[config.mk]
export PLATFORM = sky130hd
export DESIGN_NAME = uart_rx
export DESIGN_NICKNAME = d
export VERILOG_FILES = /design/src/rtl/uart_rx.sv
export SDC_FILE = /design/constraint.sdc
export NUM_CORES = 1
export LEC_CHECK = 0
export ABC_CLOCK_PERIOD_IN_PS = 12900
export CAP_MARGIN = 20
export CORE_ASPECT_RATIO = 1.1
export CORE_MARGIN = 2
export CORE_UTILIZATION = 35
export CTS_CLUSTER_DIAMETER = 150
export DETAILED_ROUTE_END_ITERATION = 12
export HOLD_SLACK_MARGIN = 0.08
export PLACE_DENSITY = 0.58
export SLEW_MARGIN = 40
export SYNTH_ARGS = -nofsm -noshare
export SYNTH_HDL_FRONTEND = slang
export SYNTH_SLANG_ARGS = --single-unit
[constraint.sdc]
create_clock -name clk -period 12.9 [get_ports clk]
set_clock_uncertainty 0.05 [all_clocks]
set_input_delay 1.935 -clock clk [delete_from_list [all_inputs] [get_ports clk]]
set_output_delay 1.935 -clock clk [all_outputs]
set_load 0.03 [all_outputs]
[src/rtl/uart_rx.sv]
// 8N1 UART receiver: 16x oversampled mid-bit sampling driven by a fractional
// baud accumulator, with a ready/read holding register and sticky error flags.
module uart_rx #(
  parameter int unsigned CLK_FREQ = 100_000_000
) (
  input  logic        clk,
  input  logic        rst,
  input  logic [16:0] Baud_Rate,
  input  logic        UART_RXD,
  input  logic        UART_RX_RD,
  output logic [7:0]  UART_RxREG,
  output logic        UART_RX_RDY,
  output logic        UART_RX_BUSY,
  output logic        UART_FERR,
  output logic        UART_OVR
);

  typedef enum logic [2:0] {
    S_IDLE,
    S_START,
    S_DATA,
    S_STOP,
    S_BREAK
  } state_t;

  localparam logic [31:0] CLK_FREQ_W = 32'(CLK_FREQ);

  state_t      state;
  state_t      state_nxt;
  logic        rxd_meta;
  logic        rxs;
  logic [31:0] acc;
  logic [31:0] acc_sum;
  logic [31:0] baud_inc;
  logic        tick;
  logic [3:0]  os_cnt;
  logic [2:0]  bit_cnt;
  logic [7:0]  shift_reg;
  logic        start_mid;
  logic        bit_mid;
  logic        enter_start;
  logic        shift_en;
  logic        frame_ok;
  logic        frame_bad;

  // Stage: two-flop synchronizer; the line idles high so the flops reset to 1
  always_ff @(posedge clk or negedge rst) begin
    if (!rst) begin
      rxd_meta <= 1'b1;
      rxs      <= 1'b1;
    end else begin
      rxd_meta <= UART_RXD;
      rxs      <= rxd_meta;
    end
  end

  // Stage: fractional tick generator, 16 ticks per bit on average
  assign baud_inc = {11'd0, Baud_Rate, 4'd0};
  assign acc_sum  = acc + baud_inc;
  assign tick     = (acc_sum >= CLK_FREQ_W);

  always_ff @(posedge clk or negedge rst) begin
    if (!rst) begin
      acc <= 32'd0;
    end else if (enter_start) begin
      acc <= 32'd0;
    end else if (tick) begin
      acc <= acc_sum - CLK_FREQ_W;
    end else begin
      acc <= acc_sum;
    end
  end

  assign start_mid = (state == S_START) && tick && (os_cnt == 4'd7);
  assign bit_mid   = ((state == S_DATA) || (state == S_STOP)) && tick && (os_cnt == 4'd15);

  // Stage: frame state machine
  always_ff @(posedge clk or negedge rst) begin
    if (!rst) begin
      state <= S_IDLE;
    end else begin
      state <= state_nxt;
    end
  end

  always_comb begin
    state_nxt = state;
    case (state)
      S_IDLE:  if (!rxs && (Baud_Rate != 17'd0)) state_nxt = S_START;
      S_START: if (start_mid) state_nxt = rxs ? S_IDLE : S_DATA;
      S_DATA:  if (bit_mid && (bit_cnt == 3'd7)) state_nxt = S_STOP;
      S_STOP:  if (bit_mid) state_nxt = rxs ? S_IDLE : S_BREAK;
      S_BREAK: if (rxs) state_nxt = S_IDLE;
      default: state_nxt = S_IDLE;
    endcase
  end

  always_comb begin
    enter_start = 1'b0;
    shift_en    = 1'b0;
    frame_ok    = 1'b0;
    frame_bad   = 1'b0;
    case (state)
      S_IDLE:  enter_start = (state_nxt == S_START);
      S_DATA:  shift_en    = bit_mid;
      S_STOP: begin
        frame_ok  = bit_mid && rxs;
        frame_bad = bit_mid && !rxs;
      end
      default: ;
    endcase
  end

  // os_cnt restarts on every state change so each state measures its own ticks
  always_ff @(posedge clk or negedge rst) begin
    if (!rst) begin
      os_cnt  <= 4'd0;
      bit_cnt <= 3'd0;
    end else begin
      if (state_nxt != state) begin
        os_cnt <= 4'd0;
      end else if (tick && (state != S_IDLE)) begin
        os_cnt <= os_cnt + 4'd1;
      end
      if (state == S_START) begin
        bit_cnt <= 3'd0;
      end else if (shift_en) begin
        bit_cnt <= bit_cnt + 3'd1;
      end
    end
  end

  // Stage: data shift register (right shift, so the first bit ends up in bit 0)
  always_ff @(posedge clk) begin
    if (shift_en) begin
      shift_reg <= {rxs, shift_reg[7:1]};
    end
  end

  // Stage: host-side holding register; a completing frame beats a coincident read
  always_ff @(posedge clk or negedge rst) begin
    if (!rst) begin
      UART_RxREG  <= 8'h00;
      UART_RX_RDY <= 1'b0;
      UART_FERR   <= 1'b0;
      UART_OVR    <= 1'b0;
    end else begin
      if (frame_ok && (!UART_RX_RDY || UART_RX_RD)) begin
        UART_RxREG <= shift_reg;
      end

      if (frame_ok) begin
        UART_RX_RDY <= 1'b1;
      end else if (UART_RX_RD) begin
        UART_RX_RDY <= 1'b0;
      end

      if (frame_ok && UART_RX_RDY && !UART_RX_RD) begin
        UART_OVR <= 1'b1;
      end else if (UART_RX_RD) begin
        UART_OVR <= 1'b0;
      end

      if (frame_bad) begin
        UART_FERR <= 1'b1;
      end else if (UART_RX_RD) begin
        UART_FERR <= 1'b0;
      end
    end
  end

  assign UART_RX_BUSY = (state != S_IDLE);

endmodule
* After elaboration in Yosys (flattened, before gate mapping)
Cells that the tools add are included.
** Operators by class
- $add $sub $neg :: 4
- $lt $le $gt $ge :: 1
- Eq/ne operators :: 9
- Mux-type cells :: 22
- Reduce and logical (&&, ||, !) cells :: 25
** Operator list (number)
- 32-bit 2-to-1 mux :: 2
- 32-bit by 21-bit adder with 32-bit output :: 1
- 32-bit by 27-bit greater-or-equal comparator with 1-bit output (second input constant) :: 1
- 32-bit by 27-bit subtractor with 32-bit output (second input constant) :: 1
- 3-bit 2-to-1 mux :: 8
- 17-bit nonzero test :: 1
- 3-bit case mux with 5 select lines :: 1
- 1-bit logical AND :: 12
- 2-bit nonzero test :: 5
- 1-bit 2-to-1 mux :: 8
- 4-bit 2-to-1 mux :: 2
- 3-bit by 1-bit == test with 1-bit output (second input constant) :: 2
- 3-bit by 2-bit == test with 1-bit output (second input constant) :: 2
- 3-bit == test (second input constant) :: 2
- 4-bit by 1-bit adder with 4-bit output (second input constant) :: 1
- 4-bit by 3-bit == test with 1-bit output (second input constant) :: 1
- 4-bit == test (second input constant) :: 1
- 3-bit by 1-bit adder with 3-bit output (second input constant) :: 1
- 1-bit zero test :: 3
- 3-bit zero test :: 1
- 3-bit != test :: 1
- 3-bit nonzero test :: 1
- 1-bit logical OR :: 2
- 2-bit 2-to-1 mux :: 1
** Storage, ports and cells
- Bits in registers :: 63
- Input bits :: 21
- Output and inout bits :: 12
- Logic and storage cells :: 72

* Logic depth before layout (Yosys ltp)
- Depth in word-level cells :: 10
- Mapped depth :: 16
- Mapped depth without buffers :: 15

* Least setup slack after synthesis
No wires, ideal clock.
- Kind :: input port to flip-flop
- Start :: in Baud_Rate[0]
- End :: reg bit_cnt[1]
- Arrival :: 5.545 ns
- Data required time :: 12.725 ns
- Path slack :: 7.181 ns
- Stages :: 13
- Buffers on the path :: 0
- Cell sequence :: ha_1 > fa_1 > a211oi_1 > o21ai_2 > a21oi_1 > xnor2_1 > or4b_4 > a2111oi_4 > o22ai_2 > o211ai_4 > nand4_4 > nor2_1 > mux2_2
** On the way
- Longest elaborated chain between the ends :: 6
** RTL lines
- start: declaration :: RTL line 8 : input logic [16:0] Baud_Rate,
- 32-bit by 21-bit adder with 32-bit output :: RTL line 59 : assign acc_sum = acc + baud_inc;
- 32-bit by 27-bit greater-or-equal comparator with 1-bit output :: RTL line 60 : assign tick = (acc_sum >= CLK_FREQ_W);
- 1-bit logical AND (2 in series) :: RTL line 75 : assign bit_mid = ((state == S_DATA) || (state == S_STOP)) && tick && (os_cnt == 4'd15);
- 1-bit 2-to-1 mux :: RTL line 103 : case (state)
- net shift_en :: RTL line 42 : logic shift_en;
- 2-bit nonzero test (no line)
- end signal: assignment :: RTL line 128 : bit_cnt <= bit_cnt + 3'd1;
- end: declaration :: RTL line 37 : logic [2:0] bit_cnt;
The timed path passes the listed nets, and every way through them passes these cells.
A chain may end at the register's enable or synchronous reset.

* Worst setup path after layout
- Start :: in Baud_Rate[0]
- End :: reg UART_RxREG[7]
** On the way
- Longest elaborated chain between the ends :: 7
** RTL lines
- 32-bit by 21-bit adder with 32-bit output :: RTL line 59
- 32-bit by 27-bit greater-or-equal comparator with 1-bit output :: RTL line 60
- 1-bit logical AND (2 in series) :: RTL line 75
- 1-bit logical AND :: RTL line 107 : frame_ok = bit_mid && rxs;
- 1-bit 2-to-1 mux :: RTL line 103
- 1-bit logical AND :: RTL line 148 : if (frame_ok && (!UART_RX_RDY || UART_RX_RD)) begin
- end signal: assignment :: RTL line 149 : UART_RxREG <= shift_reg;
- end: declaration :: RTL line 11 : output logic [7:0] UART_RxREG,
Every way passes these cells.

==> flow_summary.json <==
{
  "crit_family": "compound AO/OA/AOI/OAI gates",
  "async_flop_share": 0.8644,
  "max_stage_delay_ns": 0.57,
  "synth-edff-count": 8,
  "critPathArrivalTime_ns": 6.53,
  "yosys.cell_count.top_type": "nor2_1",
  "antenna_left": 0,
  "yosys_most_used_dff": "dfrtp_1",
  "min_from": "rxd_meta",
  "path_max_fanout": 16,
  "min_period_ns": 6.358,
  "synth_mux_area_frac": 0.04816,
  "post-route-util": 0.4193,
  "worst_pin_slew_ns": 0.7122,
  "yosysWarnings": 0,
  "critPathCaptureType": "flip-flop",
  "clock_path_buffers": 2,
  "reg2reg_slack_ns": 8.24,
  "min_to": "rxs",
  "synth_area_per_cell_um2": 9.251,
  "power_density_mw_per_mm2": 286.8,
  "crit_type": "input pin to flip-flop",
  "grt_pass1_vias": 3401,
  "cts_tree": "yes",
  "critPathBufInv": 1,
  "chipHeight_um": 119.0,
  "r2r-end": "UART_RxREG[7]",
  "synthTopCellsByCount": "nor2_1 (54), dfrtp_1 (49), nand2_1 (36)",
  "yosys.area_share.adder": 0.07015,
  "fill_cells": 1182,
  "syn_area_mm2": 0.004209,
  "drive_above_1_share": 0.1098,
  "die-area_mm2": 0.01292,
  "setup_violations": 0,
  "hpwl_um": 7538,
  "synth-xor-area-share": 0.08740,
  "place_congestion": 0.8896,
  "via_per_inst": 5.288,
  "numCtsBuffers": 9,
  "min_period_over_period": 0.4929,
  "fin_hold_ws_ns": 0.3059,
  "die_x_um": 108.6,
  "rsz0062_at_grt": "false",
  "drt-pass1-iter-count": 4,
  "port_buffers": 32,
  "cp.required_ns": 13.07,
  "worst_path_max_delay_cell": "nor3b_4",
  "largest_register_ffs": 28,
  "drt_iter0_drc": 190,
  "final_max_slew_viol_count": 0,
  "tns_ns": 0,
  "synth.area.top_cells": "dfrtp_1 (29%), ha_1 (6.5%), edfxtp_1 (5.7%)",
  "clkTransAtPathRegs_ns": 0.05,
  "grt_max_degree": 52,
  "multi_input_area_mm2": 0.002619,
  "synth_compound_area_frac": 0.1908,
  "avgRoutedWirePerCell_um": 15.54,
  "yosysTopAreaCellShare": 0.2913,
  "clk_latency_ns": 0.34,
  "dp_cells": 629,
  "overflow": 0,
  "postCtsSetupBuffers": 0,
  "initial_core_util": 0.3544,
  "synth_area_leader_cell": "dfrtp_1",
  "cp-start-kind": "input pin",
  "num_vias": 3416,
  "max-vdd-ir-drop_mv": 0.1247,
  "syn_inst": 455,
  "max_slew_margin": 0.5224,
  "outcome": "finished clean",
  "drv_cap": 0,
  "synthToLayoutAreaGrowth_pct": 18.31,
  "reg2reg_from": "acc[4]",
  "rows": 42,
  "cts_resized": 0,
  "power.leakage_nw": 1.986,
  "grt_pass1_wl_um": 16870,
  "wl_um": 10040,
  "syn_nets": 499,
  "clockRootBuffer": "clkbuf_16",
  "cts-hold-fix-buffers": 0,
  "worstPathCellList": "clkdlybuf4s50_1 -> ha_1 -> fa_1 -> a211oi_1 -> o21ai_2 -> a21oi_1 -> xnor2_1 -> or4b_4 -> a2111oi_4 -> o22ai_2 -> o211ai_4 -> nand4_4 -> nor3b_4 -> mux2_4",
  "final_cell_count_no_fill": 646,
  "regArea_mm2": 0.001519,
  "antenna_found_initial": 0,
  "diodes": 0,
  "ys_types": 70,
  "r2r_cells": 13,
  "synth_top_family_by_area": "simple AND/OR/NAND/NOR gates",
  "nets": 531,
  "grt_usage": 0.1685,
  "cts.htree.levels": 3,
  "hp-class": "flip-flop to flip-flop",
  "yosys.area_share.simple": 0.2209,
  "pin_count": 33,
  "seq_area_frac_synth": 0.3609,
  "max_freq_mhz": 157.3,
  "final_hold_viol_count": 0,
  "hold_depth": 0,
  "cts.sinks": 59,
  "drc": 0,
  "coreArea_mm2": 0.01188,
  "ys_seq_elements": 59
}
## worst max-delay path by stage
stage | end | cells after the start | start | slack [ns]
3_5_place_dp | bit_cnt[1] | 14 | Baud_Rate[0] | 5.96
3_3_place_gp | bit_cnt[2] | 14 | Baud_Rate[0] | 6.10
2_1_floorplan | bit_cnt[1] | 13 | Baud_Rate[0] | 7.18
5_1_grt | UART_RxREG[3] | 14 | Baud_Rate[0] | 6.28
6_report | UART_RxREG[7] | 14 | Baud_Rate[0] | 6.54
4_1_cts | bit_cnt[1] | 14 | Baud_Rate[0] | 6.33
## cell families after synthesis
group,Yosys count
AND/OR/NAND/NOR,179
AO/OA/AOI/OAI,113
flip-flops,59
XOR/XNOR,42
buffers and inverters,23
adder cells (fa/ha/maj),23
multiplexers,16
## power breakdown
part           leakage (nW)  switching (W)  internal, W
Sequential            0.701      0.0000546     0.000264
Combinational          1.16       0.000528     0.000357
Clock                 0.124      0.0000934     0.000131
## layer usage
layer  routed length (um)  GRT usage
met3                  260    0.03065
met5                    0          0
met2                 4819     0.2688
met4                  325    0.09295
met1                 4633     0.2131
## cell usage in the layout, fill, tap and decap left out, types with 9 or more instances in the layout
master,n
nor2_1,53
dfrtp_1,49
nand2_1,36
a21oi_1,33
clkdlybuf4s50_1,31
xnor2_1,26
o21ai_0,26
ha_1,22
xor2_1,16
nor3_1,15
nand3_1,10
inv_1,9
clkbuf_16,9
## metrics by stage
step	worst slack, ns	power [W]	cell area (um^2)
2_1_floorplan	7.181	0.0009857	4209
3_3_place_gp	6.096	0.001190	4692
3_5_place_dp	5.964	0.001194	4692
4_1_cts	6.327	0.001430	4970
5_1_grt	6.275	0.001545	4980
6_report	6.542	0.001428	4980
## final cells by class
type / count / share of cell area
clock buffers: 9 / 0.04523
flip-flops and latches: 59 / 0.3050
repair buffers: 35 / 0.06784
well taps: 154 / 0.03869
multi-input cells: 373 / 0.5259
clock inverters: 7 / 0.01055
inverters: 9 / 0.006784
Power figures use the tool's default switching activity.
